===== src/rtl/datapath_seq_ctrl_pkg.sv =====
// Shared definitions for the datapath sequencer: ISA encodings, IR field
// positions, controller states and the decoded instruction-class bundle.
package datapath_seq_ctrl_pkg;

  localparam int DATA_W_DEF = 16;
  localparam int REG_AW_DEF = 3;

  localparam logic [2:0] OPC_MOV = 3'b110;
  localparam logic [2:0] OPC_ALU = 3'b101;

  localparam logic [1:0] OP_MOV_REG = 2'b00;
  localparam logic [1:0] OP_MOV_IMM = 2'b10;
  localparam logic [1:0] OP_ADD     = 2'b00;
  localparam logic [1:0] OP_CMP     = 2'b01;
  localparam logic [1:0] OP_AND     = 2'b10;
  localparam logic [1:0] OP_MVN     = 2'b11;

  localparam int OPC_HI = 15, OPC_LO = 13;
  localparam int OP_HI  = 12, OP_LO  = 11;
  localparam int RN_HI  = 10, RN_LO  = 8;
  localparam int RD_HI  = 7,  RD_LO  = 5;
  localparam int SH_HI  = 4,  SH_LO  = 3;
  localparam int RM_HI  = 2,  RM_LO  = 0;
  localparam int IMM8_W = 8;

  typedef enum logic [2:0] {
    S_WAIT, S_DECODE, S_GET_A, S_GET_B, S_ALU, S_WR_C, S_WR_IMM, S_ERR
  } state_t;

  typedef struct packed {
    logic mov_imm;
    logic mov_reg;
    logic alu_rr;   // ADD, CMP, AND: both operands read from registers
    logic cmp;
    logic mvn;
    logic illegal;
  } instr_class_t;

endpackage


===== src/rtl/datapath_seq_ctrl_decode.sv =====
// Combinational IR field extraction, sximm8 generation and instruction
// class flags.
module instr_field_decode
  import datapath_seq_ctrl_pkg::*;
#(
  parameter int DATA_W = DATA_W_DEF,
  parameter int REG_AW = REG_AW_DEF
) (
  input  logic [DATA_W-1:0] ir,
  output logic [REG_AW-1:0] rn,
  output logic [REG_AW-1:0] rd,
  output logic [REG_AW-1:0] rm,
  output logic [1:0]        sh,
  output logic [1:0]        op,
  output logic [DATA_W-1:0] sximm8,
  output instr_class_t      cls
);

  logic [2:0] opcode;

  assign opcode = ir[OPC_HI:OPC_LO];
  assign op     = ir[OP_HI:OP_LO];
  assign rn     = ir[RN_HI:RN_LO];
  assign rd     = ir[RD_HI:RD_LO];
  assign rm     = ir[RM_HI:RM_LO];
  assign sh     = ir[SH_HI:SH_LO];
  assign sximm8 = {{(DATA_W-IMM8_W){ir[IMM8_W-1]}}, ir[IMM8_W-1:0]};

  always_comb begin
    cls         = '0;
    cls.mov_imm = (opcode == OPC_MOV) && (op == OP_MOV_IMM);
    cls.mov_reg = (opcode == OPC_MOV) && (op == OP_MOV_REG);
    cls.mvn     = (opcode == OPC_ALU) && (op == OP_MVN);
    cls.alu_rr  = (opcode == OPC_ALU) && (op != OP_MVN);
    cls.cmp     = (opcode == OPC_ALU) && (op == OP_CMP);
    cls.illegal = !(cls.mov_imm || cls.mov_reg || cls.mvn || cls.alu_rr);
  end

endmodule


===== src/rtl/datapath_seq_ctrl.sv =====
// Multicycle Moore controller sequencing register read, ALU, status and
// write-back for the 8-register datapath; one instruction per start.
module datapath_seq_ctrl
  import datapath_seq_ctrl_pkg::*;
#(
  parameter int DATA_W = DATA_W_DEF,
  parameter int REG_AW = REG_AW_DEF
) (
  input  logic              clk,
  input  logic              reset,
  input  logic              s,
  input  logic [DATA_W-1:0] instr,
  output logic              w,
  output logic [REG_AW-1:0] readnum,
  output logic [REG_AW-1:0] writenum,
  output logic              write,
  output logic              loada,
  output logic              loadb,
  output logic              loadc,
  output logic              loads,
  output logic              asel,
  output logic              bsel,
  output logic              vsel,
  output logic [1:0]        shift,
  output logic [1:0]        aluop,
  output logic [DATA_W-1:0] sximm8,
  output logic              illegal
);

  state_t            state, state_nxt;
  logic [DATA_W-1:0] ir;
  logic [REG_AW-1:0] rn, rd, rm;
  logic [1:0]        sh, op;
  instr_class_t      cls;

  instr_field_decode #(.DATA_W(DATA_W), .REG_AW(REG_AW)) u_dec (
    .ir     (ir),
    .rn     (rn),
    .rd     (rd),
    .rm     (rm),
    .sh     (sh),
    .op     (op),
    .sximm8 (sximm8),
    .cls    (cls)
  );

  // IR only loads on an accepted start, so it is stable while busy.
  always_ff @(posedge clk or posedge reset) begin
    if (reset) begin
      state <= S_WAIT;
      ir    <= '0;
    end else begin
      state <= state_nxt;
      if (state == S_WAIT && s) ir <= instr;
    end
  end

  always_comb begin
    state_nxt = state;
    case (state)
      S_WAIT:   if (s) state_nxt = S_DECODE;
      S_DECODE: begin
        if (cls.illegal)                  state_nxt = S_ERR;
        else if (cls.mov_imm)             state_nxt = S_WR_IMM;
        else if (cls.mov_reg || cls.mvn)  state_nxt = S_GET_B;
        else if (cls.alu_rr)              state_nxt = S_GET_A;
        else                              state_nxt = S_ERR;
      end
      S_GET_A:  state_nxt = S_GET_B;
      S_GET_B:  state_nxt = S_ALU;
      S_ALU:    state_nxt = cls.cmp ? S_WAIT : S_WR_C;
      S_WR_C:   state_nxt = S_WAIT;
      S_WR_IMM: state_nxt = S_WAIT;
      S_ERR:    state_nxt = S_WAIT;
      default:  state_nxt = S_WAIT;
    endcase
  end

  always_comb begin
    w        = (state == S_WAIT);
    readnum  = '0;
    writenum = '0;
    write    = 1'b0;
    loada    = 1'b0;
    loadb    = 1'b0;
    loadc    = 1'b0;
    loads    = 1'b0;
    asel     = 1'b0;
    bsel     = 1'b0;
    vsel     = 1'b0;
    shift    = 2'b00;
    aluop    = 2'b00;
    illegal  = 1'b0;
    case (state)
      S_GET_A: begin
        readnum = rn;
        loada   = 1'b1;
      end
      S_GET_B: begin
        readnum = rm;
        loadb   = 1'b1;
      end
      S_ALU: begin
        shift = sh;
        // MOV reg and MVN pass B through with A forced to zero.
        asel  = cls.mov_reg || cls.mvn;
        aluop = cls.mov_reg ? 2'b00 : op;
        loads = cls.cmp;
        loadc = !cls.cmp;
      end
      S_WR_C: begin
        write    = 1'b1;
        writenum = rd;
      end
      S_WR_IMM: begin
        write    = 1'b1;
        vsel     = 1'b1;
        writenum = rn;
      end
      S_ERR:   illegal = 1'b1;
      default: ;
    endcase
  end

endmodule


===== config.mk =====
export PLATFORM = sky130hd
export DESIGN_NAME = datapath_seq_ctrl
export DESIGN_NICKNAME = d
export VERILOG_FILES = /design/src/rtl/datapath_seq_ctrl_pkg.sv /design/src/rtl/datapath_seq_ctrl_decode.sv /design/src/rtl/datapath_seq_ctrl.sv
export SDC_FILE = /design/constraint.sdc
export NUM_CORES = 1
export LEC_CHECK = 0
export ABC_AREA = 1
export CAP_MARGIN = 5
export CORE_MARGIN = 1
export CORE_UTILIZATION = 39
export CTS_CLUSTER_SIZE = 25
export DETAILED_ROUTE_END_ITERATION = 7
export PLACE_DENSITY = 0.88
export SYNTH_ARGS = -nofsm -noshare
export SYNTH_HDL_FRONTEND = slang
export SYNTH_SLANG_ARGS = --single-unit

===== constraint.sdc =====
create_clock -name clk -period 1.35 [get_ports clk]
set_input_delay 0.27 -clock clk [delete_from_list [all_inputs] [get_ports clk]]
set_output_delay 0.27 -clock clk [all_outputs]
set_load 0.05 [all_outputs]

==> results summary, run 1 <==
The number of warnings reported in the yosys synthesis log is 0. The number of hold buffers added after CTS is 0. Of the total synthesized cell area, the portion taken by XOR and XNOR cells is 0. The weighted congestion at the end of routability-driven global placement is 0.879. The flow stopped in global routing. The adder and majority cell fraction of the synthesized area is 0.

After synthesis, the mean cell area works out to 7.78 um2. The tool reported: "[ERROR DPL-0033] detailed placement checks failed during check placement". During I/O placement, the number of pins put on the boundary was 55.

The mapped cell area came out at 0.00109 mm2. The clock drives 19 sinks. The flow did not finish. The post-synthesis simple-gate area fraction came out at 0.229. The fraction of the mapped netlist area in compound gates is 0.103. The number of H-tree branching levels is 1.

The floorplan step set the die width to 54.8 um. Clock tree synthesis selected as its root buffer the cell clkbuf_4. Entering global routing, the biggest net connects 20 pins. The placed standard-cell area came out at 0.00213 mm2. Detailed placement finished with a half-perimeter wire length of 2670 um. By area, the combinational part of the netlist is dominated by simple AND/OR/NAND/NOR gates.

The initial antenna violation count was 0. The net count of the mapped netlist is 159. The number of buffers added on ports came out at 53. The number of synthesized register bits is 19. Synthesis produced 140 cells. The die height is 54.8 um. No sink is reached through more buffers than the 2 on the longest clock path. The sequential share of the synthesized area is 0.437.

The starting density of the core came out at 0.424. The number of rows created at floorplan is 18. The worst-slack endpoint at the end of global-route timing repair is writenum[0].

The number of CTS-inserted buffers is 3. Measured against the total synthesized area, the mux share comes to 0. After the last repair the worst path ends at a primary output. The number of distinct library cell variants in the gate-level netlist after synthesis came out at 15.
==> per-stage QoR <==
stage	instances	hold slack, ns	setup TNS, ns	setup WS [ns]
2_1_floorplan	140	0.221	-4.02	-0.427
3_3_place_gp	223	0.479	-0.407	-0.0696
3_5_place_dp	223	0.485	-1.26	-0.150
4_1_cts	237	0.282	-8.54	-0.402
==> what timing repair did <==
| action | CTS |
|---|---|
| gates resized for setup | 47 |
| gates cloned | 2 |
| pin swaps | 5 |
| endpoints found under the setup margin | 40 |
| setup buffers | 9 |
==> logic make-up after synthesis <==
family | count (synthesis)
buffers and inverters | 43
AOI/OAI and AO/OA | 21
DFF | 19
and+or+nand+nor | 56
other | 1
==> cell usage after synthesis, drive strengths merged <==
cell type  number  share of area
nor2           24          0.090
inv            23          0.079
buf            20           0.15
dfrtp          19           0.44
nand2          16          0.064
a21oi          15          0.069
nand3          12          0.055
o22ai           6          0.034
nor3            3          0.014
conb            1         0.0034
or2             1         0.0058
==> run 2, diff against run 1 <==
--- a/config.mk
+++ b/config.mk
@@ -7,11 +7,10 @@
 export LEC_CHECK = 0
 export ABC_AREA = 1
 export CAP_MARGIN = 5
-export CORE_MARGIN = 1
-export CORE_UTILIZATION = 39
-export CTS_CLUSTER_SIZE = 25
+export CORE_AREA = 2 2 63 65
 export DETAILED_ROUTE_END_ITERATION = 7
-export PLACE_DENSITY = 0.88
+export DIE_AREA = 0 0 65 67
+export PLACE_DENSITY_LB_ADDON = 0.15
 export SYNTH_ARGS = -nofsm -noshare
 export SYNTH_HDL_FRONTEND = slang
 export SYNTH_SLANG_ARGS = --single-unit
==> run 2 against run 1 <==
Net effect:
- synthesized cell count stayed put
- area after synthesis stayed put
- the flow now finishes, with violations (negative setup slack)
==> results summary, run 2 <==
The first detailed-routing pass ran for 4 iterations. The flip-flop count of the largest register, all copies and words added is 16. The leakage power total is 1.09 nW. The total power per unit cell area came out at 2910 mW/mm2. The number of cells on the worst reg-to-reg path is 8. The most critical setup path has its endpoint at asel. The most area-hungry cell type in the Yosys netlist is dfrtp_1. The number of synthesized register bits came to 19 (unchanged).

In this run the critical register-to-register path is launched from state[0]. The detailed router finished its first iteration with 17 violations. The final reports fail on negative setup slack. The chip width is 65 um (+19%). The mapped cell area came out at 0.00109 mm2 (unchanged). The number of buffers added on ports came out at 53 (unchanged). The number of warnings reported in the yosys synthesis log is 0 (unchanged). The run finished, with violations left. By count the netlist is led by 23 x inv_1, 23 x nor2_1, 19 x dfrtp_1. The worst hold slack after final layout is 0.330 ns. The final worst-path cycle share came out at 1.27. The top cell types in the final layout, fill and taps aside, are 36 x buf_12, 19 x buf_4, 18 x nor2_4, 18 x clkdlybuf4s50_1, 17 x dfrtp_1.

Across the routed clock network, the largest skew measured is 0.00192 ns. The master cell of the clock root buffer is clkbuf_8. The initial antenna violation count is 0.

The largest driver fanout on the critical path came out at 6. Headroom to the max-slew limit came out at 0.572. The tightest min-delay check is of the in2async type. The global-route usage over all layers is 0.152. The number of H-tree branching levels came out at 1 (unchanged).

The number of enable flip-flop cells after synthesis is 0 (unchanged). The number of diodes added for antenna fixing is 0. The die height is 67 um (+22%). The remaining global-route overflow came out at 0. The via count came out at 1,168.

The core region area came out at 0.00361 mm2. The clock sink total is 19 (unchanged). The maximum number of pins on one net before global-route repair is 31. The most critical setup path has its startpoint at state[0].

The count of pins on the block boundary is 55 (unchanged). The weighted congestion at the end of routability-driven global placement is 0.769 (-13%). The fraction of layout cells with a size suffix above 1 came out at 0.602.

The slew at the pin closest to its max-slew limit came out at 0.640 ns. Yosys attributes the largest share of cell area to dfrtp_1 44%, buf_4 12%, inv_1 7.9%, nor2_1 7.9%, a21oi_1 6.9%. The cell type group with the largest total delay on the critical path is flip-flops. The die footprint is 0.00436 mm2. Total power for the finished layout comes to 7.33 mW. The critical path depth in cells is 6.

The final layout contains 226 nets. The final routed DRC violation total is 0. The clock transition at the registers of the reported paths is 0.07 ns. The first-pass GRT wire length is 5070 um. For the worst setup path, the data required time is 1.08 ns.

The worst IR drop on VDD is 0.00129 V. After detailed routing, the total wire length is 3630 um. The worst-case setup margin in the final layout came out at -0.360 ns.

The average footprint of a synthesized cell is 7.78 um2 (unchanged). The flip-flop cell with the highest count after synthesis is dfrtp_1. The buffer and inverter count on the worst path came out at 3. The register-to-register setup slack came out at -0.11 ns. The setup violation total in the final timing report is 35. The via count of the first global-routing pass came out at 1,172.

The time the worst path needs with I/O delays and setup came out at 1.71 ns. TritonCTS built the clock tree. The number of routed nets with antenna violations is 0. On the critical path, the stage with the largest delay is an instance of dfrtp_2.

The most common library cell in the layout ignoring fill and taps is buf_12. The number of max-cap violations is 0. In this run the critical register-to-register path is captured at ir[8]. The number of slew-limit violations in the final report came to 0. The clock latency at the later pin of the worst-skew pair came out at 0.26 ns.

The area share of the leading cell type in the synthesized netlist was 0.437 (unchanged). The signal arrival time at the worst endpoint came out at 1.44 ns. The share of synthesized registers carrying an async set or reset is 1.00 (unchanged). The detailed-route vias per instance came out at 4.60. The register bank with the most flops is ir. The sequential share of the synthesized area came to 0.437 (unchanged). The average wire length per cell after detail routing came out at 14.3 um.

The half-perimeter wire length after detailed placement was 2400 um (-10%). The stage delay of the slowest cell on the critical path came out at 0.46 ns. The final hold violation count is 0. The largest registers in the layout are ir x16, state x3. In the final timing run, aggregate negative setup slack is -7.05 ns. Setup repair after global routing could not meet its margin everywhere. The synthesized instance count came out at 140 (unchanged). For this run, the top clock speed supported by timing is 0.585 GHz. The number of CTS-inserted buffers came out at 3 (unchanged). The number of rows created at floorplan came out at 22 (+4).

The area growth from synthesis to layout came out at 132%. Traced cell by cell, the critical path runs through inv_4 -> nand2_4 -> nor2_4 -> inv_6 -> a21oi_4 -> buf_12. The number of distinct library cell variants in the gate-level netlist after synthesis is 15 (unchanged). STA classifies the critical path startpoint as a register. The setup path with the least slack is of type reg2out. The number of buffers on the longest clock path is 2 (unchanged). The starting density of the core is 0.302 (-0.122). The sort of element at the end of the critical path is an output port. The net count of the mapped netlist came out at 159 (unchanged).
## run 2: worst reg2reg max path: cells and delay by family (launching register included)
family,cells,cell delay (ns)
flops,1,0.46
simple gates,4,0.44
buf+inv,3,0.39
compound gates,1,0.05
## run 2: timing repair
item	4_1_cts	5_1_grt
buffers inserted	4	4
resized for setup	9	51
gates cloned	0	2
hold buffers	0	0
endpoints found under the setup margin	31	42
pin swaps	7	9
## run 2: worst min path at each step
stage / startpoint / to / slack, ns / depth (start not counted)
after floorplan: reset / ir[0] / 0.22 / 1
after global placement: ir[15] / ir[15] / 0.48 / 2
after detailed placement: ir[15] / ir[15] / 0.49 / 2
after CTS: reset / ir[4] / 0.33 / 3
after global routing: reset / ir[4] / 0.37 / 3
final: reset / ir[4] / 0.33 / 3
## run 2: metrics by stage
stage,area [um2],setup slack [ns],instances,utilization
floorplan,1230,-0.427,140,-
CTS,2270,-0.360,248,0.630
finish,2520,-0.360,254,0.699
global placement,2160,-0.0609,240,0.599
detailed placement,2160,-0.0997,240,0.599
global route,2520,-0.416,254,0.699
## run 2: cells by family after synthesis
| family | Yosys count | synth area share |
|---|---|---|
| AND/OR/NAND/NOR | 56 | 0.229 |
| flip-flops | 19 | 0.437 |
| AO/OA/AOI/OAI | 21 | 0.103 |
| other | 1 | 0.00344 |
| buffers and inverters | 43 | 0.228 |
## run 2: power by group
group / total (mW) / leakage, nW / switching [mW] / internal (mW)
Sequential: 1.12 / 0.212 / 0.273 / 0.845
Combinational: 5.81 / 0.854 / 3.16 / 2.64
Clock: 0.407 / 0.0255 / 0.201 / 0.206
Total: 7.33 / 1.09 / 3.64 / 3.69
## run 2: area by class of cell
class | instances | area, um2
clock buffer | 3 | 41.3
clock inverter | 1 | 5.00
fill | 275 | 1080
inverter | 23 | 100
multi-input combinational | 80 | 711
sequential | 19 | 478
tap | 48 | 60.1
timing repair buffer | 80 | 1130
## run 2: per-layer routing
layer / global-route usage / vias up / routed length [um]
met5: 0 / - / 0
met4: 0.0638 / 0 / 69
met3: 0.0372 / 6 / 272
met2: 0.280 / 48 / 1990
met1: 0.165 / 555 / 1290
li1: - / 559 / -
Power figures use the tool's default switching activity.
==> run 3, diff against run 2 <==
--- a/config.mk
+++ b/config.mk
@@ -14,3 +14,4 @@
 export SYNTH_ARGS = -nofsm -noshare
 export SYNTH_HDL_FRONTEND = slang
 export SYNTH_SLANG_ARGS = --single-unit
+export TNS_END_PERCENT = 30
==> run 3 against run 2 <==
Net effect:
- the flow still finishes with violations (negative setup slack)
- sequential cell count unchanged
- sequential share of layout area is 2.2 points higher
- worst hold slack better by 0.0031 ns
- clock-buffer cell count stayed put
- die area unchanged
- global-route usage down 0.60 points
- worst setup slack better by 0.039 ns
- critical path type unchanged
- clock skew fell by 0.0017 ns
- first-iteration DRC count rose by 47%
- utilization shrank 7.4 points
- via count down 7.4%
- final area fell by 11%
==> results summary, run 3 (same netlist as run 2, synthesis figures left out) <==
Relative to the synthesized area, the layout overhead comes to 107%. The final routed DRC violation total came out at 0 (unchanged). The worst slack after detailed placement came out at -0.0698 ns (+0.0299 ns).

The required arrival time at the worst endpoint came out at 1.08 ns (about the same). The largest driver fanout on the critical path is 6 (unchanged). The weighted congestion at the end of routability-driven global placement came out at 0.704 (-8.4%). The worst setup path is launched from a register. The clock sink total came out at 19 (unchanged). The remaining global-route overflow came to 0 (unchanged). The setup violation total in the final timing report came out at 19 (-46%). The die footprint is 0.00436 mm2 (unchanged). The half-perimeter wire length after detailed placement was 2310 um (-3.7%). The final hold violation count came out at 0 (unchanged). The classification of the worst setup path is reg2out. The number of slew-limit violations in the final report came out at 0 (unchanged). The core region area is 0.00361 mm2 (unchanged). The via count came out at 1,082 (-7.4%). TritonCTS built the clock tree. The via count of the first global-routing pass came to 1,117 (-4.7%). The library cell used most frequently in the layout, excluding fill and tap cells, is buf_12.

The setup TNS after final layout came out at -5.08 ns (+1.97 ns). The number of buffers on the longest clock path is 2 (unchanged). The flow ran to the end, but the final reports show violations. The chip width came out at 65 um (unchanged). The time the worst path needs with I/O delays and setup is 1.67 ns (-0.0390 ns). The total wire length after detailed routing came out at 2910 um (-20%). The number of diodes added for antenna fixing is 0 (unchanged).

Setup repair after global routing could not meet its margin everywhere. The clock latency at the later pin of the worst-skew pair came out at 0.25 ns (about the same). The global-route usage over all layers is 0.146 (-0.00597).

The worst-case setup margin in the final layout was -0.321 ns (+0.0390 ns). STA classifies the critical path endpoint as an output port. The maximum number of pins on one net before global-route repair is 31 (unchanged). Ranked by flip-flop count, first place goes to ir. The net total in the final layout is 216 (-4.4%).

The starting density of the core is 0.302 (unchanged). The average wire length per cell after detail routing is 11.9 um (-16%). The top achievable clock speed was 0.598 GHz (+2.3%). The final reports fail on negative setup slack.

The number of H-tree branching levels came out at 1 (unchanged). The number of CTS-inserted buffers is 3 (unchanged). The initial antenna violation count is 0 (unchanged).

The signal arrival time at the worst endpoint came to 1.40 ns (-0.04 ns). The count of TritonRoute iterations in the first routing pass is 4 (unchanged). The clock skew is 0.000237 ns (-0.00168 ns).

The count of pins on the block boundary was 55 (unchanged). The first-pass GRT wire length is 4860 um (-4.1%). The die height came out at 67 um (unchanged).

The clock transition at the registers of the reported paths came out at 0.07 ns (about the same). The number of max-cap violations is 0 (unchanged). The final worst-path cycle share came to 1.24 (-0.0289). The fraction of layout cells with a size suffix above 1 came out at 0.474 (-0.127). The number of buffers added on ports came out at 53 (unchanged). The flip-flop count of the largest register, all copies and words added is 16 (unchanged).

The worst hold path belongs to the class in2async. The number of hold buffers added after CTS is 0 (unchanged). The violation count after the first detailed-routing iteration is 25 (+8). The master cell of the clock root buffer is clkbuf_8.

The largest registers in the layout are ir x16, state x3. The library cells used most frequently in the layout, excluding fill and tap cells, are 35 x buf_12, 18 x clkdlybuf4s50_1, 17 x dfrtp_1, 17 x buf_4, 15 x inv_1. The number of rows created at floorplan is 22 (unchanged). The detailed-route vias per instance is 4.43 (-3.6%). The worst hold slack after final layout came out at 0.334 ns (+0.00310 ns). The number of routed nets with antenna violations came out at 0 (unchanged).
==> run 3: cell types whose count changed in the layout (fill, tap and decap cells not counted), sizes merged <==
cell / delta
buf: -8
nand2: -2
clkinvlp: -1
inv: +1
==> run 3: worst paths after layout <==
kind	from	end	slack, ns	depth (start not counted)
min reg2reg	ir[13]	ir[13]	0.50	2
max reg2reg	state[1]	ir[5]	0.03	6
min in group clk	ir[13]	ir[13]	0.50	2
max in group asynchronous	reset	state[2]	0.80	3
max	state[1]	asel	-0.32	6
min	reset	ir[2]	0.33	3
==> run 3: worst max-delay path: stages (launching register included) <==
cell     delay (ns)
dfrtp_1        0.41
inv_2          0.14
nand2_4        0.08
nor2_4         0.12
inv_4          0.09
a21oi_4        0.14
buf_12         0.15
==> run 3: repair_timing <==
action | CTS | global route
pin swaps | 3 | 4
setup endpoints to repair | 20 | 44
buffers inserted | 2 | 0
gates resized for setup | 15 | 10
==> run 3: per-stage QoR <==
step                 util  instances  cell area (um2)
global placement    0.581        238             2090
floorplan               -        140             1190
global route        0.625        244             2250
detailed placement  0.581        238             2090
finish              0.625        244             2250
CTS                 0.613        244             2210
==> run 3: cell type report <==
class,count,area [um2]
multi-input combinational,78,548
sequential,19,478
tap,48,60.1
fill,285,1350
clock buffer,3,41.3
clock inverter,1,5.00
inverter,23,91.3
timing repair buffer,72,1030
==> run 3: routing by layer <==
layer  vias to the layer above  GRT usage  wire [um]
met5                         -          0          0
met4                         0     0.0771         72
met3                         7     0.0270        152
met2                        42      0.263       1600
met1                       500      0.163       1090
li1                        533          -          -
Power of run 3 is not shown: default switching activity piles up to over one toggle a cycle in this logic, so the estimate is an artifact.
